`config.mk`:
```
export PLATFORM = sky130hd
export DESIGN_NAME = etap_tap_ctrl
export DESIGN_NICKNAME = d
export VERILOG_FILES = /design/src/rtl/etap_tap_ctrl_pkg.sv /design/src/rtl/etap_ir_decode.sv /design/src/rtl/etap_tap_ctrl.sv
export SDC_FILE = /design/constraint.sdc
export NUM_CORES = 1
export LEC_CHECK = 0
export CAP_MARGIN = 25
export CORE_MARGIN = 4
export CORE_UTILIZATION = 42
export CTS_CLUSTER_DIAMETER = 150
export DETAILED_ROUTE_END_ITERATION = 8
export GPL_TIMING_DRIVEN = 0
export HOLD_SLACK_MARGIN = 0.1
export PLACE_DENSITY_LB_ADDON = 0.3
export SKIP_CTS_REPAIR_TIMING = 1
export SLEW_MARGIN = 20
export SYNTH_ARGS = -nofsm -noshare
export SYNTH_HDL_FRONTEND = slang
export SYNTH_SLANG_ARGS = --single-unit
```
`constraint.sdc`:
```
create_clock -name tck -period 1.1 [get_ports tck]
set_input_delay 0.22 -clock tck [delete_from_list [all_inputs] [get_ports tck]]
set_output_delay 0.22 -clock tck [all_outputs]
set_load 0.02 [all_outputs]
```
`src/rtl/etap_tap_ctrl_pkg.sv`:
```
// EJTAG TAP shared constants: state codes, IR opcodes, DR select indices.
// Latency: none (types, constants and a pure next-state function).
// Backpressure: not applicable.
package etap_tap_ctrl_pkg;

    // Codes follow the 1149.1 reference encoding so a scope trace reads like the standard.
    typedef enum logic [3:0] {
        TAP_EX2_DR = 4'h0,
        TAP_EX1_DR = 4'h1,
        TAP_SH_DR  = 4'h2,
        TAP_PAU_DR = 4'h3,
        TAP_SEL_IR = 4'h4,
        TAP_UPD_DR = 4'h5,
        TAP_CAP_DR = 4'h6,
        TAP_SEL_DR = 4'h7,
        TAP_EX2_IR = 4'h8,
        TAP_EX1_IR = 4'h9,
        TAP_SH_IR  = 4'hA,
        TAP_PAU_IR = 4'hB,
        TAP_RTI    = 4'hC,
        TAP_UPD_IR = 4'hD,
        TAP_CAP_IR = 4'hE,
        TAP_TLR    = 4'hF
    } tap_state_e;

    localparam logic [4:0] ETAP_OP_IDCODE         = 5'h01;
    localparam logic [4:0] ETAP_OP_SAMPLE_PRELOAD = 5'h02;
    localparam logic [4:0] ETAP_OP_IMPCODE        = 5'h03;
    localparam logic [4:0] ETAP_OP_ADDRESS        = 5'h08;
    localparam logic [4:0] ETAP_OP_DATA           = 5'h09;
    localparam logic [4:0] ETAP_OP_CONTROL        = 5'h0A;
    localparam logic [4:0] ETAP_OP_EJTAGBOOT      = 5'h0C;
    localparam logic [4:0] ETAP_OP_BYPASS         = 5'h1F;

    localparam logic [3:0] SEL_IDCODE         = 4'd0;
    localparam logic [3:0] SEL_IMPCODE        = 4'd1;
    localparam logic [3:0] SEL_ADDRESS        = 4'd2;
    localparam logic [3:0] SEL_DATA           = 4'd3;
    localparam logic [3:0] SEL_CONTROL        = 4'd4;
    localparam logic [3:0] SEL_EJTAGBOOT      = 4'd5;
    localparam logic [3:0] SEL_SAMPLE_PRELOAD = 4'd6;
    localparam logic [3:0] SEL_BYPASS         = 4'd7;

    localparam logic [4:0] ETAP_IR_CAPTURE = 5'b00001;

    function automatic tap_state_e tap_next(input tap_state_e s, input logic tms);
        tap_state_e n;
        n = TAP_TLR;
        case (s)
            TAP_TLR:    n = tms ? TAP_TLR    : TAP_RTI;
            TAP_RTI:    n = tms ? TAP_SEL_DR : TAP_RTI;
            TAP_SEL_DR: n = tms ? TAP_SEL_IR : TAP_CAP_DR;
            TAP_CAP_DR: n = tms ? TAP_EX1_DR : TAP_SH_DR;
            TAP_SH_DR:  n = tms ? TAP_EX1_DR : TAP_SH_DR;
            TAP_EX1_DR: n = tms ? TAP_UPD_DR : TAP_PAU_DR;
            TAP_PAU_DR: n = tms ? TAP_EX2_DR : TAP_PAU_DR;
            TAP_EX2_DR: n = tms ? TAP_UPD_DR : TAP_SH_DR;
            TAP_UPD_DR: n = tms ? TAP_SEL_DR : TAP_RTI;
            TAP_SEL_IR: n = tms ? TAP_TLR    : TAP_CAP_IR;
            TAP_CAP_IR: n = tms ? TAP_EX1_IR : TAP_SH_IR;
            TAP_SH_IR:  n = tms ? TAP_EX1_IR : TAP_SH_IR;
            TAP_EX1_IR: n = tms ? TAP_UPD_IR : TAP_PAU_IR;
            TAP_PAU_IR: n = tms ? TAP_EX2_IR : TAP_PAU_IR;
            TAP_EX2_IR: n = tms ? TAP_UPD_IR : TAP_SH_IR;
            TAP_UPD_IR: n = tms ? TAP_SEL_DR : TAP_RTI;
            default:    n = TAP_TLR;
        endcase
        return n;
    endfunction

endpackage

```
`src/rtl/etap_ir_decode.sv`:
```
// EJTAG instruction to data-register select decode.
// Latency: combinational.
// Backpressure: none.
module etap_ir_decode
    import etap_tap_ctrl_pkg::*;
#(
    parameter int IR_W = 5
) (
    input  logic [IR_W-1:0] ir_i,
    output logic [3:0]      sel_o
);

    always_comb begin
        sel_o = SEL_BYPASS;
        case (ir_i)
            IR_W'(ETAP_OP_IDCODE):         sel_o = SEL_IDCODE;
            IR_W'(ETAP_OP_IMPCODE):        sel_o = SEL_IMPCODE;
            IR_W'(ETAP_OP_ADDRESS):        sel_o = SEL_ADDRESS;
            IR_W'(ETAP_OP_DATA):           sel_o = SEL_DATA;
            IR_W'(ETAP_OP_CONTROL):        sel_o = SEL_CONTROL;
            IR_W'(ETAP_OP_EJTAGBOOT):      sel_o = SEL_EJTAGBOOT;
            IR_W'(ETAP_OP_SAMPLE_PRELOAD): sel_o = SEL_SAMPLE_PRELOAD;
            default:                       sel_o = SEL_BYPASS;
        endcase
    end

endmodule

```
`src/rtl/etap_tap_ctrl.sv`:
```
// EJTAG TAP controller: 1149.1 state machine, instruction register, DR strobes and TDO.
// Latency: strobes are Moore outputs, one tck edge after the causing tms; tdo is combinational.
// Backpressure: none; the debug host owns tck/tms pacing.
module etap_tap_ctrl
    import etap_tap_ctrl_pkg::*;
#(
    parameter int IR_W = 5
) (
    input  logic            tck,
    input  logic            trst,
    input  logic            tms,
    input  logic            tdi,
    input  logic            s_data_out,
    output logic            tdo,
    output logic            tdo_oe,
    output logic            shift_dr,
    output logic            clk_dr,
    output logic            update_dr,
    output logic [3:0]      sel,
    output logic [IR_W-1:0] ir,
    output logic            tlr
);

    tap_state_e      state_q, state_d;
    logic [IR_W-1:0] ir_q, ir_d;
    logic [IR_W-1:0] ir_sh_q, ir_sh_d;

    always_ff @(posedge tck) begin
        if (trst) begin
            state_q <= TAP_TLR;
            ir_q    <= IR_W'(ETAP_OP_IDCODE);
            ir_sh_q <= IR_W'(ETAP_IR_CAPTURE);
        end else begin
            state_q <= state_d;
            ir_q    <= ir_d;
            ir_sh_q <= ir_sh_d;
        end
    end

    always_comb begin
        state_d = tap_next(state_q, tms);
        ir_d    = ir_q;
        ir_sh_d = ir_sh_q;
        case (state_q)
            TAP_CAP_IR: ir_sh_d = IR_W'(ETAP_IR_CAPTURE);
            TAP_SH_IR:  ir_sh_d = {tdi, ir_sh_q[IR_W-1:1]};
            TAP_UPD_IR: ir_d    = ir_sh_q;
            default:    ;
        endcase
        // Forcing on entry means ir already reads IDCODE in the first TLR cycle.
        if (state_d == TAP_TLR) begin
            ir_d = IR_W'(ETAP_OP_IDCODE);
        end
    end

    always_comb begin
        shift_dr  = (state_q == TAP_SH_DR);
        clk_dr    = (state_q == TAP_SH_DR) || (state_q == TAP_CAP_DR);
        update_dr = (state_q == TAP_UPD_DR);
        tlr       = (state_q == TAP_TLR);
        tdo_oe    = (state_q == TAP_SH_DR) || (state_q == TAP_SH_IR);
        tdo       = 1'b0;
        case (state_q)
            TAP_SH_IR: tdo = ir_sh_q[0];
            TAP_SH_DR: tdo = s_data_out;
            default:   tdo = 1'b0;
        endcase
    end

    assign ir = ir_q;

    etap_ir_decode #(
        .IR_W (IR_W)
    ) u_ir_decode (
        .ir_i  (ir_q),
        .sel_o (sel)
    );

endmodule

```
== Yosys cells after proc, flatten, opt, wreduce, memory -nomap -nowiden ==
Cells that the tools add are included.
Operators by class
  eq/ne operators: 23
  muxes and demuxes: 16
  reduce and logical (&&, ||, !) cells: 8
Operator list (count)
  $pmux 4 s12: 1
  $eq 4x4->1 const B: 9
  $pmux 3 s7: 1
  $eq 5x4->1 const B: 4
  $eq 4x3->1 const B: 4
  $mux 2: 6
  $mux 3: 4
  $eq 5x2->1 const B: 2
  $pmux 5 s2: 1
  $eq 4x2->1 const B: 2
  $reduce_or 2->1: 3
  $eq 5x1->1 const B: 1
  $eq 4x1->1 const B: 1
  $logic_not 4->1: 1
  $mux 4: 1
  $reduce_or 3->1: 1
  $logic_or 1x1->1: 2
  $pmux 1 s2: 1
  $reduce_bool 2->1: 1
  $mux 1: 1
Word-level totals
  register bits after elaboration: 14
  input port bits: 5
  output and inout port bits: 15
  word-level logic and storage cells: 50

== Longest topological paths before layout ==
  word-level depth: 5
  depth in mapped cells: 4
  mapped depth without buffers: 3

== Cells and area by module ==
From an unflattened synthesis, not the netlist that was laid out.
Unflattened totals
  cells, all modules: 92
  area total of the unflattened synthesis: 779.5 µm²
Modules (own cells, without submodules)
  etap_tap_ctrl: times used 1, cells an instance 79, area an instance 699.4 µm², sequential area each 280.3 µm²
  etap_ir_decode: times used 1, cells an instance 13, area an instance 80.1 µm², sequential area each 0.0 µm²

== Worst setup path before layout ==
Ideal clock, no wire load.
  path type: register to output
  from: register state_q[2]
  to: output port update_dr
  arrival: 1334 ps
  required time: 880 ps
  setup slack: -454 ps
  stages on the path, launching flop included: 3
  path buffers: 1
  cell sequence: dfxtp_1 > buf_2 > nor4bb_1
Between the ends
  cells in the longest elaborated chain, start to end: 1
Ends and longest elaborated chain
  from (decl): line etap_tap_ctrl.sv:24  | tap_state_e state_q, state_d;
  from (signal assigned): line etap_tap_ctrl.sv:34  | state_q <= state_d;
  $eq 4x3->1: line etap_tap_ctrl.sv:59  | update_dr = (state_q == TAP_UPD_DR);
  to (decl): line etap_tap_ctrl.sv:18  | output logic update_dr,
No other way between the ends.

== Worst setup path in the final report ==
  from: register state_q[0]
  to: output port shift_dr
Between the ends
  cells in the longest elaborated chain, start to end: 1
Ends and longest elaborated chain
  $eq 4x2->1: line etap_tap_ctrl.sv:57  | shift_dr = (state_q == TAP_SH_DR);
  to (decl): line etap_tap_ctrl.sv:16  | output logic shift_dr,
No other way between the ends.

==> out/results.tsv <==
metric	value	unit
instances_no_fill	155	
synthesis.instances	91	
antennaDiodeCount	0	
cap_viol_max_count	0	
post-route-min-period	1570	ps
unrepaired_setup_endpoints_after_global_routing	true	
report.final.slew_viol_count	0	
total_via_count_after_detailed_routing	806	
floorplan_row_count	15	
worst-r2r-setup-slack	-190	ps
syn-cell-area	783	um2
drt-vias-per-instance	5.20	
post_route_cells_drive_above_1_share	60.0	%
clk_path_buf_depth	2	
clk_pin_slew	90	ps
fmax_achieved	0.637	GHz
crit_fanout	3	
postSynthAreaPerCell	8.61	um2
gr_util_all_layers	13.6	%
drt_first_pass_iters	4	
detailedPlace.worstSlack	-702	ps
finalPower	1.54	mW
cts.sinks	14	
hold_violations	0	
setup-violations-final	22	
buffer_ports.inserted	18	
syn_to_final_growth	70.6	%
end_of_the_worst_hold_path	ir_sh_q[2]	
synth.ff_latch_count	14	
htree_num_levels	1	
synth.distinct_cells	33	
remaining_drc_errors	0	
place_congestion	0.761	
setup_slack_after_layout	-469	ps
grt_start_max_net_pins	11	
power.density_cell_area	1150	nW/um2
die_y	51.2	um
grt_first_pass_wirelength	2700	um
reg2regPathDepth	4	
first_global_vias	652	
cts_tree	yes	
startpoint_of_the_worst_hold_path	ir_sh_q[2]	
critical_path.endpoint_type	output port	
status	finished, violations left	
timing.hold.worst.class	reg2reg	
violations	setup timing	
postSynthNetCount	96	
cell_count_after_placement	134	
cell_leakage_power	0.647	nW
path_class	reg2out	
critPathLaunchType	flip-flop	
crit-reg2reg-launch	state_q[0]	
die_width	51.2	um
fin_skew	2.95	ps
drt-initial-drc-count	20	
total_number_of_nets_in_the_final_design	136	
holdPathStages	2	
design.portCount	20	
dp_hpwl	1230	um
power.ir.vdd_worst	982	uV
route.antenna.remaining_nets	0	
total_routed_length	2200	um
synth_sequential_area_ratio	35.8	%
synthesis.yosys.warnings	0	
grt_antenna_before_repair	0	
timing.critical_path.arrival	1350	ps
routed_wire_length_per_instance	14.2	um
tritoncts.num_buffers	3	
critical_path_required	880	ps
clkLatencyLatePin	270	ps
root_buffer	sky130_fd_sc_hd__clkbuf_4	
grt_overflow	0	
final_period_util	143	%
r2r_end	ir_sh_q[3]	
floorplan.initialDensity	44.9	%
die-area	2620	um2
core_region_area	1750	um2
## final cells by class
| cell class | instances | area (um2) |
|---|---|---|
| plain buffers | 6 | 66.3 |
| fillers | 117 | 409 |
| repair buffers | 35 | 292 |
| inverters | 3 | 11.3 |
| flip-flops and latches | 14 | 309 |
| clock buffers | 4 | 36.3 |
| well taps | 25 | 31.3 |
| multi-input cells | 68 | 591 |
## critical path, cell delays in order (launching register included)
cell and delay (ps):
sky130_fd_sc_hd__dfxtp_4 350, sky130_fd_sc_hd__buf_6 110, sky130_fd_sc_hd__nand2b_4 130, sky130_fd_sc_hd__or2_4 280, sky130_fd_sc_hd__nor2_4 90, sky130_fd_sc_hd__buf_6 120
## synthesized netlist by cell type
cell type,instances,share of area [%]
sky130_fd_sc_hd__or3b_1,4,4.5
sky130_fd_sc_hd__or2_2,3,2.4
sky130_fd_sc_hd__inv_1,3,1.4
sky130_fd_sc_hd__nand3_1,4,2.6
sky130_fd_sc_hd__nand4b_4,1,3.0
sky130_fd_sc_hd__a21oi_1,6,3.8
sky130_fd_sc_hd__a21oi_2,1,1.1
sky130_fd_sc_hd__buf_4,3,2.9
sky130_fd_sc_hd__o21ba_2,1,1.3
sky130_fd_sc_hd__buf_2,2,1.3
sky130_fd_sc_hd__nor3_1,5,3.2
sky130_fd_sc_hd__and2_1,1,0.80
sky130_fd_sc_hd__o21bai_1,1,0.96
sky130_fd_sc_hd__o211ai_1,1,0.96
sky130_fd_sc_hd__nor4bb_1,1,1.3
sky130_fd_sc_hd__a221o_1,1,1.3
sky130_fd_sc_hd__a211o_1,1,1.1
sky130_fd_sc_hd__conb_1,1,0.48
sky130_fd_sc_hd__nor2_1,7,3.4
sky130_fd_sc_hd__a21bo_2,1,1.3
sky130_fd_sc_hd__nor2b_1,1,0.80
sky130_fd_sc_hd__nand2_1,9,4.3
sky130_fd_sc_hd__nor3b_1,1,0.96
sky130_fd_sc_hd__nand3b_4,1,2.6
sky130_fd_sc_hd__a31oi_1,1,0.80
sky130_fd_sc_hd__nand2b_1,2,1.6
sky130_fd_sc_hd__a2111o_1,1,1.4
sky130_fd_sc_hd__clkbuf_1,1,0.48
sky130_fd_sc_hd__mux2i_1,6,7.7
sky130_fd_sc_hd__o21ai_0,3,1.9
sky130_fd_sc_hd__xor2_1,1,1.1
sky130_fd_sc_hd__dfxtp_1,14,36
sky130_fd_sc_hd__or3_1,2,1.6
## through the flow
| step | area, um2 | utilization (%) | hold WS [ps] | setup TNS, ps |
|---|---|---|---|---|
| after floorplan | 875 | - | 318 | -520 |
| after global placement | 1090 | 62.2 | 454 | -9210 |
| after detailed placement | 1090 | 62.2 | 463 | -9380 |
| after CTS | 1120 | 64.3 | 473 | -11250 |
| after global routing | 1340 | 76.6 | 502 | -6030 |
| final | 1340 | 76.6 | 481 | -4900 |
## layer usage
layer / vias to the layer above / track usage [%] / share of wire, %
met5: - / 0 / 0
met4: 0 / 5.38 / 2.5
met3: 6 / 3.50 / 3.0
met2: 19 / 24.9 / 51
met1: 379 / 14.8 / 43
li1: 402 / - / -
## where the power goes
| group | internal (mW) | switching [mW] |
|---|---|---|
| Clock | 0.201 | 0.165 |
| Combinational | 0.333 | 0.287 |
| Sequential | 0.526 | 0.0254 |
## cell usage in the layout, fill, tap and decap left out, types with 2 or more instances in the layout
cell type / count
sky130_fd_sc_hd__clkbuf_2: 4
sky130_fd_sc_hd__or2_4: 3
sky130_fd_sc_hd__inv_1: 2
sky130_fd_sc_hd__nor2_4: 4
sky130_fd_sc_hd__clkbuf_4: 3
sky130_fd_sc_hd__nor2_1: 3
sky130_fd_sc_hd__clkdlybuf4s50_1: 4
sky130_fd_sc_hd__a21oi_2: 3
sky130_fd_sc_hd__dfxtp_1: 5
sky130_fd_sc_hd__dfxtp_2: 2
sky130_fd_sc_hd__buf_2: 3
sky130_fd_sc_hd__a21oi_1: 3
sky130_fd_sc_hd__nand2_1: 8
sky130_fd_sc_hd__dfxtp_4: 7
sky130_fd_sc_hd__mux2i_1: 5
sky130_fd_sc_hd__buf_4: 17
sky130_fd_sc_hd__or3_4: 2
sky130_fd_sc_hd__buf_6: 12
sky130_fd_sc_hd__o21ai_1: 2
sky130_fd_sc_hd__nand3_2: 2
sky130_fd_sc_hd__nor3_1: 4
sky130_fd_sc_hd__or3b_1: 3
## state kept, by name, indices dropped and copies added, names as in the netlist
signal	count
state_q	4
ir	5
ir_sh_q	5
## logic make-up after synthesis
group                  Yosys count  synth area share [%]
flip-flops                      14                  35.8
other                            1                 0.479
XOR/XNOR                         1                  1.12
AND/OR/NAND/NOR                 42                  32.9
buffers and inverters            9                  6.07
multiplexers                     6                  7.67
AO/OA/AOI/OAI                   18                  16.0
## worst max-delay path by stage
stage          startpoint       end  depth (start not counted)
6_report       state_q[0]  shift_dr                          5
5_1_grt        state_q[0]  shift_dr                          5
4_1_cts        state_q[0]  shift_dr                          5
3_5_place_dp   state_q[0]  shift_dr                          5
3_3_place_gp   state_q[0]  shift_dr                          5
2_1_floorplan  state_q[0]  shift_dr                          4
No activity file was read; power rests on OpenSTA's default activity.
==> RTL edit 1 (config.mk and constraints unchanged) <==
`IR_W` is set to 5 in 2 places; all go to 6.
--- a/src/rtl/etap_ir_decode.sv
+++ b/src/rtl/etap_ir_decode.sv
@@ -4,7 +4,7 @@
 module etap_ir_decode
     import etap_tap_ctrl_pkg::*;
 #(
-    parameter int IR_W = 5
+    parameter int IR_W = 6
 ) (
     input  logic [IR_W-1:0] ir_i,
     output logic [3:0]      sel_o
--- a/src/rtl/etap_tap_ctrl.sv
+++ b/src/rtl/etap_tap_ctrl.sv
@@ -4,7 +4,7 @@
 module etap_tap_ctrl
     import etap_tap_ctrl_pkg::*;
 #(
-    parameter int IR_W = 5
+    parameter int IR_W = 6
 ) (
     input  logic            tck,
     input  logic            trst,
Interface: changed (resized ir); port bits go from 20 to 21. The function was not compared with the original's and may differ.
==> RTL edit 1 against the unedited design <==
The run still ends with setup timing left. Hold slack got worse by 0.0029 ns. Clock power is 8.2% lower. Area after synthesis is 6.7% higher. Setup slack worse by 0.085 ns. Wire length increased by 18%. Power decreased by 7.4%. Design area up 7.3%. Sequential cell count rose by 2. Critical path type unchanged. Largest cell class unchanged.
==> RTL edit 1: results (changes against the unedited design) <==
* Post-synth top cells: dfxtp_1 (16), nand2_1 (12), nor3_1 (9), a21oi_1 (7), mux2i_1 (7) (was dfxtp_1 (14), nand2_1 (9), nor2_1 (7), a21oi_1 (6), mux2i_1 (6))
* # setup viols final at 25 (was 22)
* Seq/Total Area, Yosys at 38.32% (was 35.78%)
* GRT Util Overall at 15.23% (was 13.63%)
* CP Launch Point: ir[2] (was state_q[0])
* Wl on met1 at 1154 µm (was 955 µm)
* Post-synthesis mux area share at 10.18% (was 7.668%)
* HP Start: ir_sh_q[4] (was ir_sh_q[2])
* Worst-skew pair later-pin latency at 0.29 ns (was 0.27 ns)
* Routed length on met2 at 1306 µm (was 1127 µm)
* Vias at 868 (was 806)
* Worst VDD drop at 1.028 mV (was 0.9817 mV)
* RePlAce Congestion at 0.7628 (was 0.7611)
* Crit path to: sel[1] (was shift_dr)
* M3 GR Usage at 5.983% (was 3.499%)
* 1st-iter DRT viols at 8 (was 20)
* Vias in the first global route at 725 (was 652)
* GRT met1 Usage at 20.17% (was 14.77%)
* R2R cell count at 7 (was 4)
* Run status: finished with violations (unchanged)
* Top cells by area, synth: dfxtp_1 (38%), mux2i_1 (8.4%), nor3_1 (5.4%) (was dfxtp_1 (36%), mux2i_1 (7.7%), or3b_1 (4.5%))
* R2r endpoint: ir_sh_q[5] (was ir_sh_q[3])
* Seq pwr share at 43.3% (was 35.9%)
* Crit path arrival time at 1.43 ns (was 1.35 ns)
* Violated checks: setup timing (unchanged)
* NetSw at 458.7 µW (was 477.9 µW)
* Clock share of power at 23.6% (was 23.8%)
* Final setup margin at -0.5544 ns (was -0.4691 ns)
RTL edit 1: worst max-delay path: stages, from the launching register on:
cell and delay [ns]:
dfxtp_4 0.39, xor2_1 0.18, a31oi_1 0.11, or3_4 0.33, buf_6 0.14
RTL edit 1: per-stage QoR:
step / setup TNS (ns) / hold slack (ns) / cell area, µm²
after floorplan: -0.9820 / 0.3120 / 918.4
after global placement: -9.447 / 0.4608 / 1140
after detailed placement: -9.897 / 0.4660 / 1140
after CTS: -12.38 / 0.4785 / 1166
after global routing: -8.053 / 0.4950 / 1434
final: -6.924 / 0.4783 / 1434
RTL edit 1: final cells by class:
cell class	count	area (µm²)	area share, %
multi-input cells	73	623.1	43.46
flip-flops and latches	16	349.1	24.35
repair buffers	30	311.5	21.73
plain buffers	7	77.57	5.410
well taps	25	31.28	2.181
clock buffers	4	26.28	1.832
inverters	4	15.01	1.047
==> RTL edit 2 (config.mk and constraints unchanged) <==
Made on the original files. Put a register stage on the output `shift_dr`. The value now appears one clock later. The other outputs are not delayed to match.
--- a/src/rtl/etap_tap_ctrl.sv
+++ b/src/rtl/etap_tap_ctrl.sv
@@ -20,6 +20,8 @@
     output logic [IR_W-1:0] ir,
     output logic            tlr
 );
+
+    logic shift_dr_d;
 
     tap_state_e      state_q, state_d;
     logic [IR_W-1:0] ir_q, ir_d;
@@ -54,7 +56,7 @@
     end
 
     always_comb begin
-        shift_dr  = (state_q == TAP_SH_DR);
+        shift_dr_d = (state_q == TAP_SH_DR);
         clk_dr    = (state_q == TAP_SH_DR) || (state_q == TAP_CAP_DR);
         update_dr = (state_q == TAP_UPD_DR);
         tlr       = (state_q == TAP_TLR);
@@ -76,5 +78,9 @@
         .sel_o (sel)
     );
 
+    always_ff @(posedge tck) begin
+        shift_dr <= shift_dr_d;
+    end
+
 endmodule
 
Function: changed (a bounded check fails within 10 cycles, from zero or initial values and one cycle with trst high).
==> RTL edit 2 against the unedited design <==
Setup slack lost 0.054 ns. Sequential cell count grew 1. Die area grew 1.7%. Design area shrank 1.2%. Count of clock-buffer cells in the layout shrank 1. The flow still finishes with violations (setup timing). Area after synthesis grew 2.1%. Wire length shrank 2.7%. Power shrank 6.7%.
==> RTL edit 2: results (changes against the unedited design) <==
* Syn Area/Cell at 8.597 µm² (was 8.607 µm²)
* # setup viols final at 18 (was 22)
* Post-synth top cells: dfxtp_1 (15), nand2_1 (9), a21oi_1 (7) (was dfxtp_1 (14), nand2_1 (9), nor2_1 (7), a21oi_1 (6), mux2i_1 (6))
* YS warnings at 0 (unchanged)
* Largest net degree at the start of global routing at 11 (unchanged)
* Run status: finished with violations (unchanged)
* Place WS at -0.7623 ns (was -0.7019 ns)
* Leakage at 0.6407 nW (was 0.6470 nW)
* Max incr delay on CP at 0.38 ns (was 0.35 ns)
* Area post-placement at 1091 µm² (was 1086 µm²)
* Ys async rst share at 0% (unchanged)
* Final WL at 2144 µm (was 2204 µm)
* Routed WL per cell at 14.20 µm (was 14.22 µm)
* Worst Skew at 0.003652 ns (was 0.002948 ns)
* Share of cells above drive strength 1 at 54.76% (was 60.00%)
* First-pass GRT wire length at 3022 µm (was 2697 µm)
* Worst VDD drop at 0.7638 mV (was 0.9817 mV)
* Delay-heaviest family, CP: buffers and inverters (was simple AND/OR/NAND/NOR gates)
* Syn nets at 98 (was 96)
* Crit path arrival time at 1.40 ns (was 1.35 ns)
* Post-synthesis mux area share at 7.668% (about the same)
* Synth Area in XOR/XNOR at 1.095% (was 1.118%)
* Seq/Total Area, Yosys at 37.56% (was 35.78%)
* HPWL Detailed at 1249 µm (was 1228 µm)
* Worst-skew pair later-pin latency at 0.29 ns (was 0.27 ns)
* Placed cells at 136 (was 134)
* Top cells by area, synth: dfxtp_1 (38%), mux2i_1 (6.3%), nand3b_1 (4.7%) (was dfxtp_1 (36%), mux2i_1 (7.7%), or3b_1 (4.5%))
* Synth Area in Adders at 0% (unchanged)
* First-pass DRT Iterations at 5 (was 4)
* Crit path max fanout at 7 (was 3)
* Fillcell total at 129 (was 117)
* GRT Util Overall at 14.96% (was 13.63%)
* Vias at 798 (was 806)
* Final setup margin at -0.5233 ns (was -0.4691 ns)
* Synth Area in Compound Gates at 14.71% (was 15.97%)
* 1st-iter DRT viols at 11 (was 20)
* Final nets at 132 (was 136)
* Clock Tree Buf Depth at 2 (unchanged)
* Cell variety after synth at 33 (unchanged)
* CTS root buffer: clkbuf_4 (unchanged)
* Port buffer count at 18 (unchanged)
* Violated checks: setup timing (unchanged)
* Vias in the first global route at 684 (was 652)
* RePlAce Congestion at 0.7526 (was 0.7611)
RTL edit 2: layout make-up:
type | count | share of cell area [%]
Multi-Input combinational cell | 68 | 41.90
Sequential cell | 15 | 24.93
Timing Repair Buffer | 30 | 21.23
Buffer | 8 | 7.204
Tap cell | 25 | 2.370
Clock buffer | 3 | 1.706
Clock inverter | 1 | 0.3791
Inverter | 1 | 0.2844
RTL edit 2: per-layer routing:
metal,global-route usage (%),routed length (µm),vias to the layer above
li1,-,-,396
met1,19.08,934,370
met2,23.31,1044,26
met3,4.298,103,6
met4,6.550,61,0
met5,0,0,-
RTL edit 2: metrics by stage:
step | utilization, % | total power, mW | setup TNS, ns
3_5_place_dp | 61.84 | 0.9545 | -8.180
6_report | 74.82 | 1.435 | -4.674
2_1_floorplan | - | 0.8667 | -1.112
3_3_place_gp | 61.84 | 0.9472 | -7.895
4_1_cts | 63.40 | 1.275 | -10.53
5_1_grt | 74.82 | 1.509 | -5.947
RTL edit 2: worst paths after layout:
kind	depth (start not counted)	from	slack [ns]	to
worst max-delay path	6	state_q[3]	-0.52	tdo
worst min-delay path	2	ir_sh_q[4]	0.49	ir_sh_q[4]
worst max register to register	9	state_q[3]	-0.42	state_q[1]
worst min register to register	2	ir_sh_q[4]	0.49	ir_sh_q[4]
RTL edit 2: worst min-delay path: stages (launching register included):
cell and delay, ns:
dfxtp_1 0.34, nand2_1 0.06, a21oi_1 0.05
RTL edit 2: cell families (layout without fill, tap and decap cells):
| family | count (synthesis) | in the layout |
|---|---|---|
| AND/OR/NAND/NOR | 42 | 42 |
| AO/OA/AOI/OAI | 18 | 18 |
| flip-flops | 15 | 15 |
| buffers and inverters | 10 | 43 |
| multiplexers | 6 | 6 |
| other | 1 | 1 |
| XOR/XNOR | 1 | 1 |
RTL edit 2: report_power, final:
group | switching [mW] | leakage (nW) | total (mW) | internal [mW]
Sequential | 0.0281 | 0.125 | 0.585 | 0.557
Clock | 0.187 | 0.0177 | 0.322 | 0.136
Combinational | 0.240 | 0.498 | 0.528 | 0.288
Total | 0.455 | 0.641 | 1.44 | 0.981
